### config.mk
export PLATFORM = sky130hd
export DESIGN_NAME = uart_xcvr_fifo
export DESIGN_NICKNAME = d
export VERILOG_FILES = /design/src/rtl/uart_xcvr_fifo.sv
export SDC_FILE = /design/constraint.sdc
export NUM_CORES = 1
export LEC_CHECK = 0
export CORE_MARGIN = 2
export CORE_UTILIZATION = 50
export DETAILED_ROUTE_END_ITERATION = 16
export PLACE_DENSITY = 0.66
export SLEW_MARGIN = 20
export SYNTH_ARGS = -nofsm -noshare
export SYNTH_HDL_FRONTEND = slang
export SYNTH_SLANG_ARGS = --single-unit
### constraint.sdc
create_clock -name clk_sys -period 8.2 [get_ports clk_sys]
set_input_delay 0.82 -clock clk_sys [delete_from_list [all_inputs] [get_ports clk_sys]]
set_output_delay 0.82 -clock clk_sys [all_outputs]
set_load 0.01 [all_outputs]
### src/rtl/uart_xcvr_fifo.sv
// UART transceiver: 16x oversampling tick, RX with sync/parity/framing check, TX, one FIFO per side.
// Define UART_BREAK_DET_EN to enable break detection (rx_break and the RX BREAK state).

module uart_sync_fifo #(
   parameter int WIDTH = 8,
   parameter int DEPTH = 16
) (
   input  logic             clk_sys,
   input  logic             rst_clk_sys,
   input  logic             wr_en,
   input  logic [WIDTH-1:0] wr_data,
   input  logic             rd_en,
   output logic [WIDTH-1:0] rd_data,
   output logic             empty,
   output logic             full
);
   localparam int AW = $clog2(DEPTH);

   logic [WIDTH-1:0] mem [DEPTH];
   logic [AW-1:0]    wr_ptr;
   logic [AW-1:0]    rd_ptr;
   logic [AW:0]      count;

   // Callers only assert wr_en when not full and rd_en when not empty.
   always_ff @(posedge clk_sys or posedge rst_clk_sys) begin
      if (rst_clk_sys) begin
         wr_ptr <= '0;
         rd_ptr <= '0;
         count  <= '0;
      end else begin
         if (wr_en) wr_ptr <= wr_ptr + AW'(1);
         if (rd_en) rd_ptr <= rd_ptr + AW'(1);
         case ({wr_en, rd_en})
            2'b10:   count <= count + (AW+1)'(1);
            2'b01:   count <= count - (AW+1)'(1);
            default: count <= count;
         endcase
      end
   end

   always_ff @(posedge clk_sys) begin
      if (wr_en) mem[wr_ptr] <= wr_data;
   end

   assign rd_data = mem[rd_ptr];
   assign empty   = (count == '0);
   assign full    = (count == (AW+1)'(DEPTH));
endmodule

// State table
//   RX_IDLE   | waiting for a low line on a tick
//   RX_START  | counting to the start-bit centre, glitch check
//   RX_DATA   | sampling data bits LSB first
//   RX_PARITY | sampling the parity bit
//   RX_STOP   | sampling the stop bit and pushing the character
//   RX_BREAK  | (break build only) waiting for 16 high ticks
//   TX_IDLE   | waiting for a character in the TX FIFO
//   TX_START  | driving the start bit
//   TX_DATA   | driving data bits LSB first
//   TX_PARITY | driving the parity bit
//   TX_STOP   | driving STOP_BITS stop bits
module uart_xcvr_fifo #(
   parameter int CLOCK_RATE    = 100_000_000,
   parameter int BAUD_RATE     = 9600,
   parameter int DATA_BITS     = 8,
   parameter int PARITY        = 0,
   parameter int STOP_BITS     = 1,
   parameter int TX_FIFO_DEPTH = 16,
   parameter int RX_FIFO_DEPTH = 16
) (
   input  logic                 clk_sys,
   input  logic                 rst_clk_sys,
   input  logic                 rxd_i,
   output logic                 txd_o,
   input  logic [DATA_BITS-1:0] tx_data,
   input  logic                 tx_wr_en,
   output logic                 tx_full,
   output logic                 tx_idle,
   output logic [DATA_BITS-1:0] rx_data,
   output logic                 rx_valid,
   input  logic                 rx_rd_en,
   output logic                 rx_frm_err,
   output logic                 rx_par_err,
   output logic                 rx_overrun,
   input  logic                 rx_err_clr,
   output logic                 rx_break
);
   localparam int DIV_RAW = (CLOCK_RATE + 8 * BAUD_RATE) / (16 * BAUD_RATE);
   localparam int DIV     = (DIV_RAW < 1) ? 1 : DIV_RAW;
   localparam int DIV_W   = (DIV > 1) ? $clog2(DIV) : 1;
   localparam logic [2:0] BIT_LAST     = 3'(DATA_BITS - 1);
   localparam logic [4:0] TX_STOP_LAST = 5'(STOP_BITS * 16 - 1);

   // ---------------- baud tick ----------------
   logic [DIV_W-1:0] div_cnt;
   logic             tick;

   always_ff @(posedge clk_sys or posedge rst_clk_sys) begin
      if (rst_clk_sys)          div_cnt <= '0;
      else if (div_cnt == '0)   div_cnt <= DIV_W'(DIV - 1);
      else                      div_cnt <= div_cnt - DIV_W'(1);
   end
   assign tick = (div_cnt == '0);

   // ---------------- receiver ----------------
   typedef enum logic [2:0] {
      RX_IDLE, RX_START, RX_DATA, RX_PARITY, RX_STOP
`ifdef UART_BREAK_DET_EN
      , RX_BREAK
`endif
   } rx_state_t;

   rx_state_t            rx_state, rx_state_d;
   logic [1:0]           rx_sync;
   logic                 rx_line;
   logic [3:0]           rx_cnt, rx_cnt_d;
   logic [2:0]           rx_bit, rx_bit_d;
   logic [DATA_BITS-1:0] rx_shift, rx_shift_d;
   logic                 rx_pbit, rx_pbit_d;
   logic                 rx_push, rx_frm_new, rx_par_new;
   logic                 rx_wr, rx_pop, rx_full, rx_empty;
   logic [DATA_BITS+1:0] rx_head;
   logic                 ovr_set;
   logic                 rx_overrun_q;

   assign rx_line = rx_sync[1];

   always_comb begin
      case (PARITY)
         1:       rx_par_new = ~((^rx_shift) ^ rx_pbit);
         2:       rx_par_new = (^rx_shift) ^ rx_pbit;
         default: rx_par_new = 1'b0;
      endcase
   end

`ifdef UART_BREAK_DET_EN
   logic brk_set;
   logic rx_break_q;
`endif

   always_ff @(posedge clk_sys or posedge rst_clk_sys) begin
      if (rst_clk_sys) begin
         rx_state <= RX_IDLE;
         rx_sync  <= 2'b11;
         rx_cnt   <= '0;
         rx_bit   <= '0;
         rx_shift <= '0;
         rx_pbit  <= 1'b0;
      end else begin
         rx_state <= rx_state_d;
         rx_sync  <= {rx_sync[0], rxd_i};
         rx_cnt   <= rx_cnt_d;
         rx_bit   <= rx_bit_d;
         rx_shift <= rx_shift_d;
         rx_pbit  <= rx_pbit_d;
      end
   end

   always_comb begin
      rx_state_d = rx_state;
      rx_cnt_d   = rx_cnt;
      rx_bit_d   = rx_bit;
      rx_shift_d = rx_shift;
      rx_pbit_d  = rx_pbit;
      rx_push    = 1'b0;
      rx_frm_new = 1'b0;
`ifdef UART_BREAK_DET_EN
      brk_set    = 1'b0;
`endif
      case (rx_state)
         RX_IDLE: begin
            if (tick && !rx_line) begin
               rx_state_d = RX_START;
               rx_cnt_d   = 4'd7;
            end
         end
         RX_START: begin
            if (tick) begin
               if (rx_cnt != '0) rx_cnt_d = rx_cnt - 4'd1;
               else if (rx_line) rx_state_d = RX_IDLE;
               else begin
                  rx_state_d = RX_DATA;
                  rx_cnt_d   = 4'd15;
                  rx_bit_d   = '0;
               end
            end
         end
         RX_DATA: begin
            if (tick) begin
               if (rx_cnt != '0) rx_cnt_d = rx_cnt - 4'd1;
               else begin
                  rx_shift_d = {rx_line, rx_shift[DATA_BITS-1:1]};
                  rx_cnt_d   = 4'd15;
                  rx_bit_d   = rx_bit + 3'd1;
                  if (rx_bit == BIT_LAST)
                     rx_state_d = (PARITY != 0) ? RX_PARITY : RX_STOP;
               end
            end
         end
         RX_PARITY: begin
            if (tick) begin
               if (rx_cnt != '0) rx_cnt_d = rx_cnt - 4'd1;
               else begin
                  rx_pbit_d  = rx_line;
                  rx_cnt_d   = 4'd15;
                  rx_state_d = RX_STOP;
               end
            end
         end
         RX_STOP: begin
            if (tick) begin
               if (rx_cnt != '0) rx_cnt_d = rx_cnt - 4'd1;
               else begin
                  rx_push    = 1'b1;
                  rx_frm_new = !rx_line;
                  rx_state_d = RX_IDLE;
`ifdef UART_BREAK_DET_EN
                  // rx_pbit stays 0 in no-parity builds, so it only matters when a parity bit exists.
                  if (!rx_line && (rx_shift == '0) && !rx_pbit) begin
                     brk_set    = 1'b1;
                     rx_state_d = RX_BREAK;
                     rx_cnt_d   = 4'd15;
                  end
`endif
               end
            end
         end
`ifdef UART_BREAK_DET_EN
         RX_BREAK: begin
            if (tick) begin
               if (!rx_line)           rx_cnt_d   = 4'd15;
               else if (rx_cnt == '0)  rx_state_d = RX_IDLE;
               else                    rx_cnt_d   = rx_cnt - 4'd1;
            end
         end
`endif
         default: rx_state_d = RX_IDLE;
      endcase
   end

   assign rx_wr   = rx_push && !rx_full;
   assign ovr_set = rx_push && rx_full;
   assign rx_pop  = rx_rd_en && !rx_empty;

   uart_sync_fifo #(.WIDTH(DATA_BITS + 2), .DEPTH(RX_FIFO_DEPTH)) u_rx_fifo (
      .clk_sys     (clk_sys),
      .rst_clk_sys (rst_clk_sys),
      .wr_en       (rx_wr),
      .wr_data     ({rx_par_new, rx_frm_new, rx_shift}),
      .rd_en       (rx_pop),
      .rd_data     (rx_head),
      .empty       (rx_empty),
      .full        (rx_full)
   );

   // Set wins over clear when both happen in one cycle.
   always_ff @(posedge clk_sys or posedge rst_clk_sys) begin
      if (rst_clk_sys)     rx_overrun_q <= 1'b0;
      else if (ovr_set)    rx_overrun_q <= 1'b1;
      else if (rx_err_clr) rx_overrun_q <= 1'b0;
   end

`ifdef UART_BREAK_DET_EN
   always_ff @(posedge clk_sys or posedge rst_clk_sys) begin
      if (rst_clk_sys)     rx_break_q <= 1'b0;
      else if (brk_set)    rx_break_q <= 1'b1;
      else if (rx_err_clr) rx_break_q <= 1'b0;
   end
   assign rx_break = rx_break_q;
`else
   assign rx_break = 1'b0;
`endif

   // FIFO memory is not reset, so the head is masked while empty.
   assign rx_valid   = !rx_empty;
   assign rx_data    = rx_valid ? rx_head[DATA_BITS-1:0] : '0;
   assign rx_frm_err = rx_valid & rx_head[DATA_BITS];
   assign rx_par_err = rx_valid & rx_head[DATA_BITS+1];
   assign rx_overrun = rx_overrun_q;

   // ---------------- transmitter ----------------
   typedef enum logic [2:0] {
      TX_IDLE, TX_START, TX_DATA, TX_PARITY, TX_STOP
   } tx_state_t;

   tx_state_t            tx_state, tx_state_d;
   logic [4:0]           tx_cnt, tx_cnt_d;
   logic [2:0]           tx_bit, tx_bit_d;
   logic [DATA_BITS-1:0] tx_shift, tx_shift_d;
   logic                 tx_pbit, tx_pbit_d;
   logic                 tx_txd, tx_txd_d;
   logic                 tx_wr, tx_pop, tx_empty;
   logic [DATA_BITS-1:0] tx_head;
   logic                 head_par;

   assign head_par = (PARITY == 1) ? ~(^tx_head) : (^tx_head);

   always_ff @(posedge clk_sys or posedge rst_clk_sys) begin
      if (rst_clk_sys) begin
         tx_state <= TX_IDLE;
         tx_cnt   <= '0;
         tx_bit   <= '0;
         tx_shift <= '0;
         tx_pbit  <= 1'b0;
         tx_txd   <= 1'b1;
      end else begin
         tx_state <= tx_state_d;
         tx_cnt   <= tx_cnt_d;
         tx_bit   <= tx_bit_d;
         tx_shift <= tx_shift_d;
         tx_pbit  <= tx_pbit_d;
         tx_txd   <= tx_txd_d;
      end
   end

   always_comb begin
      tx_state_d = tx_state;
      tx_cnt_d   = tx_cnt;
      tx_bit_d   = tx_bit;
      tx_shift_d = tx_shift;
      tx_pbit_d  = tx_pbit;
      tx_txd_d   = tx_txd;
      tx_pop     = 1'b0;
      case (tx_state)
         TX_IDLE: begin
            if (tick && !tx_empty) begin
               tx_pop     = 1'b1;
               tx_shift_d = tx_head;
               tx_pbit_d  = head_par;
               tx_txd_d   = 1'b0;
               tx_cnt_d   = 5'd15;
               tx_state_d = TX_START;
            end
         end
         TX_START: begin
            if (tick) begin
               if (tx_cnt != '0) tx_cnt_d = tx_cnt - 5'd1;
               else begin
                  tx_state_d = TX_DATA;
                  tx_txd_d   = tx_shift[0];
                  tx_cnt_d   = 5'd15;
                  tx_bit_d   = '0;
               end
            end
         end
         TX_DATA: begin
            if (tick) begin
               if (tx_cnt != '0) tx_cnt_d = tx_cnt - 5'd1;
               else if (tx_bit == BIT_LAST) begin
                  if (PARITY != 0) begin
                     tx_state_d = TX_PARITY;
                     tx_txd_d   = tx_pbit;
                     tx_cnt_d   = 5'd15;
                  end else begin
                     tx_state_d = TX_STOP;
                     tx_txd_d   = 1'b1;
                     tx_cnt_d   = TX_STOP_LAST;
                  end
               end else begin
                  tx_bit_d   = tx_bit + 3'd1;
                  tx_shift_d = tx_shift >> 1;
                  tx_txd_d   = tx_shift[1];
                  tx_cnt_d   = 5'd15;
               end
            end
         end
         TX_PARITY: begin
            if (tick) begin
               if (tx_cnt != '0) tx_cnt_d = tx_cnt - 5'd1;
               else begin
                  tx_state_d = TX_STOP;
                  tx_txd_d   = 1'b1;
                  tx_cnt_d   = TX_STOP_LAST;
               end
            end
         end
         TX_STOP: begin
            if (tick) begin
               if (tx_cnt != '0) tx_cnt_d = tx_cnt - 5'd1;
               else if (!tx_empty) begin
                  // Next character starts straight after the stop bits.
                  tx_pop     = 1'b1;
                  tx_shift_d = tx_head;
                  tx_pbit_d  = head_par;
                  tx_txd_d   = 1'b0;
                  tx_cnt_d   = 5'd15;
                  tx_state_d = TX_START;
               end else tx_state_d = TX_IDLE;
            end
         end
         default: tx_state_d = TX_IDLE;
      endcase
   end

   assign tx_wr = tx_wr_en && !tx_full;

   uart_sync_fifo #(.WIDTH(DATA_BITS), .DEPTH(TX_FIFO_DEPTH)) u_tx_fifo (
      .clk_sys     (clk_sys),
      .rst_clk_sys (rst_clk_sys),
      .wr_en       (tx_wr),
      .wr_data     (tx_data),
      .rd_en       (tx_pop),
      .rd_data     (tx_head),
      .empty       (tx_empty),
      .full        (tx_full)
   );

   assign txd_o   = tx_txd;
   assign tx_idle = tx_empty && (tx_state == TX_IDLE);
endmodule

==> qor.yml, run 1 <==
place_ws_ps: 4470
crit_start: "u_rx_fifo.rd_ptr[0]"
io_buffers: 27
final.min_clock_period_ps: 4040
dp_hpwl_mm: 16.5
viasPerCell: 5.68
cts_tree: "done"
drv_slew: 0
fp-row-count: 62
arrival_ps: 3220
diodes: 0
grt_pass1_wl_mm: 44.3
timing.clock.skew_ps: 14.1
synth_area_leaders: "edfxtp_1 56%, dfrtp_1 13%, mux4_2 12%, ha_1 2.3%, o21ai_0 1.3%"
drc: 0
instances_no_fill: 1308
cts_root_buf: "clkbuf_16"
antenna_found_initial: 0
critPathCapture: "rx_data[0]"
drv.max_cap_violation_count: 0
firstDrtPassIters: 5
wirelength_mm: 28.0
die_h_um: 175
async_flop_share: 0.221
numClockSinks: 349
rsz0062_at_grt: "no"
cp-end-kind: "output pin"
synth_top_family_by_area: "multiplexers"
rr_worst_depth: 12
grt_pass1_vias: 7575
cts_resized: 0
routedWlPerCell_um: 21.4
drive_gt1_frac: 0.195
powerDensity_mw_per_mm2: 264
tns_ps: 0
ir_drop_uv: 207
netlist_instances: 861
synth_top_area_share: 0.558
cts_hold_buf: 0
area_growth_pct: 13.5
die_area_sq_mm: 0.0306
ys.flop_type: "edfxtp_1"
first_iter_violations: 728
cellLeakagePower_uw: 0.00534
whs_ps: 356
fmax_mhz: 248
slew_headroom: 0.325
gr-total-overflow: 0
synth_area_sq_mm: 0.0146
final_hold_viol_count: 0
crit_required_ps: 7380
synth_area_per_cell_sq_um: 17.0
layout_setup_ws_ps: 4160
synth_mux_area_frac: 0.140
period_share: 0.492
synth-seq-area-share: 0.690
final_cell_area_sq_mm: 0.0166
grt_max_degree: 78
crit_path_start_kind: "flop"
worstHoldPathType: "reg -> reg"
fill_cells: 2168
synth-edff-count: 272
worst_pin_slew_ps: 1010
place_area_sq_mm: 0.0153
synth_seq_cells: 349
crit_fanout: 39
synth-xor-area-share: 0.0156
path_class: "reg -> out"
synth-simple-area-share: 0.0675
placed_cells: 1240
track_usage: 0.191
ys_types: 64
vias: 7435
yosysWarningCount: 0
cts_setup_buffers: 0
r2r_setup_slack_ps: 4480
synth_top_area_cell: "edfxtp_1"
ant_nets: 0
core_area_sq_mm: 0.0288
num_io_pins: 30
setup_viol: 0
start_util: 0.508
cts_buffer_depth: 3
htree_levels: 2
cts.clk_slew.worst_paths_ps: 60
r2r-end: "u_rx_fifo.count[4]"
r2r-start: "div_cnt[0]"
numCtsBuffers: 37
die_w_um: 175
clk_latency_ps: 520
place_congestion: 0.753
status: "complete, no violations"
synth_compound_area_frac: 0.0411
synth_adder_area_share: 0.0245
nets: 937
[power breakdown]
part / internal, uW / leakage, uW / switching [uW]
logic: 235 / 0.00164 / 288
clock network: 1090 / 0.000624 / 670
registers: 2010 / 0.00308 / 102
total: 3330 / 0.00534 / 1060
[logic make-up after synthesis]
logic type / after synthesis
muxes: 107
AOI/OAI and AO/OA: 94
DFF: 349
other: 1
adders and majority gates: 28
xor gates and xnor gates: 26
buffers and inverters: 74
and+or+nand+nor: 182
[flip-flops by register name (all words and copies together) (netlist names), 4 cells and up]
name,cells
tx_shift,8
u_rx_fifo.rd_ptr,4
u_tx_fifo.rd_ptr,4
u_rx_fifo.count,5
div_cnt,10
rx_cnt,4
u_tx_fifo.count,5
tx_cnt,5
u_tx_fifo.mem,128
rx_shift,8
u_tx_fifo.wr_ptr,4
u_rx_fifo.wr_ptr,4
u_rx_fifo.mem,144
[stage by stage]
| stage | utilization | total power [uW] |
|---|---|---|
| CTS | 0.577 | 4430 |
| floorplan | - | 2510 |
| global placement | 0.532 | 2670 |
| finish | 0.577 | 4390 |
| detailed placement | 0.532 | 2680 |
| global route | 0.577 | 4560 |
[routing by layer]
layer | vias up | part of all wire | track usage | routed length, um
li1 | 3405 | - | - | -
met1 | 3806 | 0.42 | 0.250 | 11700
met2 | 185 | 0.52 | 0.332 | 14600
met3 | 39 | 0.044 | 0.0298 | 1240
met4 | 0 | 0.017 | 0.0545 | 464
met5 | - | 0 | 0 | 0
[cells in the mapped netlist, drive strengths merged (2+ instances only)]
| cell | number |
|---|---|
| a21o | 3 |
| a21oi | 17 |
| a221o | 2 |
| a22oi | 3 |
| a31oi | 4 |
| and2 | 15 |
| and3 | 6 |
| buf | 15 |
| clkbuf | 27 |
| dfrtp | 74 |
| dfstp | 3 |
| edfxtp | 272 |
| ha | 27 |
| inv | 32 |
| mux2 | 15 |
| mux2i | 15 |
| mux4 | 77 |
| nand2 | 43 |
| nand2b | 5 |
| nand3 | 3 |
| nand4 | 6 |
| nor2 | 39 |
| nor2b | 15 |
| nor3 | 16 |
| nor3b | 6 |
| nor4 | 10 |
| nor4b | 2 |
| o211ai | 3 |
| o21ai | 40 |
| o22a | 6 |
| o22ai | 5 |
| or3 | 3 |
| or3b | 3 |
| or4 | 5 |
| or4b | 2 |
| xnor2 | 15 |
| xor2 | 11 |
[final cells by class]
cell class / instances / area, sq um / share of cell area
inverter: 32 / 121 / 0.00731
clock inverter: 20 / 254 / 0.0153
timing repair buffer: 36 / 342 / 0.0206
multi-input combinational: 439 / 4280 / 0.257
sequential: 349 / 10100 / 0.608
clock buffer: 48 / 1040 / 0.0626
tap: 384 / 480 / 0.0289
[critical path, stage by stage (launching register included)]
cell and delay (ps):
dfrtp_2 340, buf_4 590, mux4_2 620, mux4_2 490
nor2b_1 170, clkdlybuf4s50_1 480
[worst min path at each step]
stage                     cells past startpoint    endpoint       start
after detailed placement                      0  rx_sync[1]  rx_sync[0]
after CTS                                     0  rx_sync[1]  rx_sync[0]
after floorplan                               0  rx_sync[1]  rx_sync[0]
after global placement                        0  rx_sync[1]  rx_sync[0]
after global routing                          0  rx_sync[1]  rx_sync[0]
final                                         0  rx_sync[1]  rx_sync[0]
[cells in the final DEF, fill, tap and decap left out, drive strengths merged, types with 10 or more instances in the layout]
master | Yosys | final
mux4 | 77 | 77
xnor2 | 15 | 15
nand2 | 43 | 43
dfrtp | 74 | 74
a21oi | 17 | 17
and2 | 15 | 15
nor4 | 10 | 10
clkbuf | 27 | 48
clkdlybuf4s50 | 0 | 27
clkinv | 0 | 11
nor2 | 39 | 39
nor3 | 16 | 16
o21ai | 40 | 40
inv | 32 | 32
mux2 | 15 | 15
xor2 | 11 | 11
mux2i | 15 | 15
nor2b | 15 | 15
ha | 27 | 27
edfxtp | 272 | 272
(Power assumes the default switching activity.)
==> run 2: changes to the inputs <==
clock period = 4.05 ns   (was 8.2 ns; I/O delays follow)
==> run 2 against run 1 <==
Compared with the run above: utilization barely moved; first-iteration DRC count fell by 19%; count of clock-buffer cells in the layout rose by 1; clock power rose by 94%; non-clock buffer count rose by 7; critical path depth did not move; highest routed layer unchanged; critical endpoint is now rx_data[5].
==> qor.yml, run 2 (same netlist as run 1, synthesis figures left out) <==
dp_hpwl_mm: 16.7  # +1.6%
cts_tree: "done"
die_area_sq_mm: 0.0306  # unchanged
antenna_found_initial: 0  # unchanged
crit_fanout: 21  # -46%
placed_cells: 1247  # +0.56%
powerDensity_mw_per_mm2: 526  # +99%
critPathCapture: "rx_data[5]"
slew_headroom: 0.320  # -0.00502
fp-row-count: 62  # unchanged
grt_pass1_vias: 7593  # +0.24%
largest_reg_flops: 144  # unchanged
rr_worst_depth: 15  # +3
start_util: 0.508  # unchanged
r2r_setup_slack_ps: 500  # -3980 ps
final_hold_viol_count: 0  # unchanged
fmax_mhz: 281
ir_drop_uv: 430  # +110%
reg_top3: "u_rx_fifo.mem x144, u_tx_fifo.mem x128, div_cnt x10"
num_io_pins: 30  # unchanged
nets: 944  # +0.75%
track_usage: 0.178  # -0.0128
fin_util: 0.578  # about the same
r2r-start: "tx_cnt[0]"
slowest_stage: "dfrtp_2"
firstDrtPassIters: 5  # unchanged
crit_required_ps: 3640  # -3740 ps
place_ws_ps: 554  # -3910 ps
wirelength_mm: 26.2  # -6.4%
grt_pass1_wl_mm: 42.4  # -4.3%
cts.clk_slew.worst_paths_ps: 60  # about the same
final.min_clock_period_ps: 3560
cts_root_buf: "clkbuf_16"
p_int_uw: 6640  # +99%
p_seq_frac: 0.492  # +0.011
path_class: "reg -> out"
fill_cells: 2168  # unchanged
worst_pin_slew_ps: 1020  # +11.3 ps
crit_path_start_kind: "flop"
switchingPower_uw: 2100  # +98%
cellLeakagePower_uw: 0.00537  # +0.61%
cts_hold_buf: 0  # unchanged
drv_slew: 0  # unchanged
first_iter_violations: 589  # -19%
r2r-end: "u_tx_fifo.count[4]"
cts_setup_buffers: 0  # unchanged
timing.clock.skew_ps: 17.2  # +3.17 ps
p_comb_frac: 0.118  # about the same
ant_nets: 0  # unchanged
rsz0062_at_grt: "no"
instances_no_fill: 1315  # +0.54%
gr-total-overflow: 0  # unchanged
status: "complete, no violations"
crit_start: "u_rx_fifo.rd_ptr[0]"
use_met2: 0.305  # -0.0270
drv.max_cap_violation_count: 0  # unchanged
clkPwrFrac: 0.390  # -0.010
grtUsageMet3: 0.0270  # -0.00283
drive_gt1_frac: 0.201  # +0.00605
top_register: "u_rx_fifo.mem"
htree_levels: 2  # unchanged
layout_setup_ws_ps: 494  # -3670 ps
cp_common_cell: "mux4_2"
viasPerCell: 5.57  # -2.0%
grt_use_met1: 0.240  # -0.0104
total_power_uw: 8740  # +99%
worstHoldPathType: "in -> async"
drc: 0  # unchanged
setup_viol: 0  # unchanged
grt_max_degree: 46  # -41%
clk_latency_ps: 530  # about the same
cts_resized: 0  # unchanged
numClockSinks: 349  # unchanged
die_w_um: 175  # unchanged
slowest_delay_ps: 680  # +60 ps
area_growth_pct: 13.6  # about the same
layout.cells.most_common: "edfxtp_1"
cts_buffer_depth: 3  # unchanged
crit_path_cell_trace: "buf_12 -> mux4_2 -> mux4_2 -> nor2b_1 -> clkdlybuf4s50_1"
io_buffers: 27  # unchanged
cp-end-kind: "output pin"
vias: 7328  # -1.4%
tns_ps: 0  # unchanged
arrival_ps: 3150  # -70 ps
numCtsBuffers: 37  # unchanged
final_cell_mix: "272 x edfxtp_1, 77 x mux4_2, 72 x dfrtp_1"
routedWlPerCell_um: 19.9  # -6.9%
place_congestion: 0.769  # +2.2%
die_h_um: 175  # unchanged
core_area_sq_mm: 0.0288  # unchanged
grt_busiest_layer: "met2"
diodes: 0  # unchanged
period_share: 0.878
swShare: 0.241  # -0.000776
[run 2: power groups by stage]
stage               Clock, uW  Combinational (uW)  Sequential (uW)
finish                   3400                1030             4300
global route             3630                1150             4340
CTS                      3480                1060             4310
detailed placement          0                1060             4380
global placement            0                1040             4380
floorplan                   0                 867             4210
[run 2: critical path, delay by kind of cell (launching register included)]
kind                   cells  cell delay [ps]
multiplexers               2             1040
buffers and inverters      2              740
flip-flops                 1              680
AND/OR/NAND/NOR            1              160
[run 2: worst min path at each step]
stage                            end  slack (ps)
after floorplan           rx_sync[1]         350
after global placement    rx_sync[1]         350
after detailed placement  rx_sync[1]         350
after CTS                 div_cnt[3]         260
after global routing      rx_sync[0]         280
final                     div_cnt[3]         250
[run 2: cell type report]
class	count	area, sq um	share of cell area
repair buffers	43	415	0.0250
well taps	384	480	0.0289
inverters	32	121	0.00730
multi-input cells	439	4250	0.256
clock buffers	49	1000	0.0602
flip-flops and latches	349	10100	0.608
clock inverters	19	250	0.0151
[run 2: per-stage QoR]
step / instance area, sq um / hold slack (ps)
finish: 16600 / 248
global route: 16600 / 285
CTS: 16600 / 263
detailed placement: 15400 / 351
global placement: 15400 / 347
floorplan: 14600 / 345
[run 2: routing by layer]
metal | routed length [um] | vias to the layer above
li1 | - | 3430
met1 | 11600 | 3751
met2 | 13300 | 110
met3 | 821 | 37
met4 | 456 | 0
met5 | 0 | -
==> run 3: changes to the inputs <==
RECOVER_POWER = 25   (was unset)
==> run 3 against run 2 <==
Compared with the run above: register-to-register slack barely moved; sequential power is essentially flat; count of clock-buffer cells in the layout stayed put; global-route usage did not move; worst hold slack gained 110 ps; total power hardly changed; critical endpoint unchanged; routed wire length barely moved; via count barely moved; highest routed layer unchanged; largest power group unchanged.
==> qor.yml, run 3 (same netlist as run 1, synthesis figures left out) <==
cts.clk_slew.worst_paths_ps: 60  # about the same
arrival_ps: 3160  # about the same
grt_pass1_vias: 7593  # unchanged
die_h_um: 175  # unchanged
cts_buffer_depth: 3  # unchanged
tns_ps: 0  # unchanged
dp_hpwl_mm: 16.7  # unchanged
layout.cells.most_common: "edfxtp_1"
slowest_stage: "dfrtp_2"
path_class: "reg -> out"
numClockSinks: 349  # unchanged
io_buffers: 27  # unchanged
final_cell_mix: "272 x edfxtp_1, 77 x mux4_2, 72 x dfrtp_1"
die_area_sq_mm: 0.0306  # unchanged
top_register: "u_rx_fifo.mem"
diodes: 0  # unchanged
slew_headroom: 0.0227  # -0.297
num_io_pins: 30  # unchanged
core_area_sq_mm: 0.0288  # unchanged
crit_required_ps: 3640  # about the same
vias: 7329  # +0.014%
final_hold_viol_count: 0  # unchanged
crit_path_start_kind: "flop"
rsz0062_at_grt: "no"
cts_tree: "done"
grt_max_degree: 46  # unchanged
cts_resized: 0  # unchanged
drc: 0  # unchanged
reg_top3: "u_rx_fifo.mem x144, u_tx_fifo.mem x128, div_cnt x10"
wirelength_mm: 26.2  # about the same
cp-end-kind: "output pin"
routedWlPerCell_um: 20.0  # about the same
cp_common_cell: "mux4_2"
firstDrtPassIters: 5  # unchanged
viasPerCell: 5.57  # about the same
final_cell_area_sq_mm: 0.0166  # unchanged
antenna_found_initial: 0  # unchanged
cts_root_buf: "clkbuf_16"
die_w_um: 175  # unchanged
crit_buf_inv: 2  # unchanged
nets: 944  # unchanged
start_util: 0.508  # unchanged
gr-total-overflow: 0  # unchanged
largest_reg_flops: 144  # unchanged
ant_nets: 0  # unchanged
timing.clock.skew_ps: 16.8  # -0.468 ps
period_share: 0.880  # +0.00185
htree_levels: 2  # unchanged
drv_slew: 0  # unchanged
fmax_mhz: 281  # -0.21%
track_usage: 0.178  # unchanged
place_congestion: 0.769  # unchanged
cts_setup_buffers: 0  # unchanged
crit_family: "multiplexers"
first_iter_violations: 589  # unchanged
worstHoldPathType: "reg -> reg"
place_area_sq_mm: 0.0154  # unchanged
setup_viol: 0  # unchanged
fp-row-count: 62  # unchanged
worst_pin_slew_ps: 1460  # +438 ps
clk_latency_ps: 520  # about the same
slowest_delay_ps: 680  # about the same
ir_drop_uv: 430  # about the same
numCtsBuffers: 37  # unchanged
powerDensity_mw_per_mm2: 526  # about the same
drive_gt1_frac: 0.201  # unchanged
final.min_clock_period_ps: 3560  # +7.50 ps
status: "complete, no violations"
drv.max_cap_violation_count: 0  # unchanged
grt_pass1_wl_mm: 42.4  # unchanged
area_growth_pct: 13.6  # unchanged
crit_fanout: 21  # unchanged
cellLeakagePower_uw: 0.00537  # about the same
crit_path_cell_trace: "buf_12 -> mux4_2 -> mux4_2 -> nor2b_1 -> clkdlybuf4s50_1"
cts_hold_buf: 0  # unchanged
run 3: changes by cell type in the layout (fill, tap and decap cells not counted), sizes merged:
cell / change
dlygate4sd3: +4
clkinv: -1
clkdlybuf4s50: -4
clkinvlp: +1
run 3: final timing paths:
kind                                          start             endpoint  slack [ps]  cells after the start
worst max-delay path            u_rx_fifo.rd_ptr[0]           rx_data[5]         490                      5
worst min-delay path                     rx_sync[0]           rx_sync[1]         360                      0
worst max register to register            tx_cnt[0]   u_tx_fifo.count[4]         500                     15
worst min register to register           rx_sync[0]           rx_sync[1]         360                      0
max in group asynchronous               rst_clk_sys  u_tx_fifo.rd_ptr[0]        2130                      3
min in group asynchronous               rst_clk_sys           div_cnt[3]         670                      2
run 3: power breakdown:
part	switching [uW]	leakage (uW)	internal (uW)	total (uW)
Sequential	232	0.00308	4070	4300
Clock	1330	0.000612	2080	3400
Combinational	541	0.00168	492	1030
Total	2100	0.00537	6640	8740
run 3: metal layers:
| metal | GRT usage | routed length [um] |
|---|---|---|
| met5 | 0 | 0 |
| met1 | 0.240 | 11500 |
| met3 | 0.0270 | 899 |
| met2 | 0.305 | 13400 |
| met4 | 0.0469 | 456 |
run 3: layout make-up:
type	instances	area, sq um
inverters	32	121
clock buffers	49	1000
well taps	384	480
multi-input cells	439	4250
fillers	2168	12200
clock inverters	19	250
repair buffers	43	415
flip-flops and latches	349	10100
run 3: per-stage QoR:
stage	power, uW	setup slack, ps	hold WS [ps]	util	std cells
after floorplan	5080	865	345	-	862
after detailed placement	5440	554	351	0.534	1247
final	8740	486	357	0.578	1315
after CTS	8850	417	263	0.578	1315
after global routing	9120	229	361	0.578	1315
after global placement	5420	680	347	0.534	1247
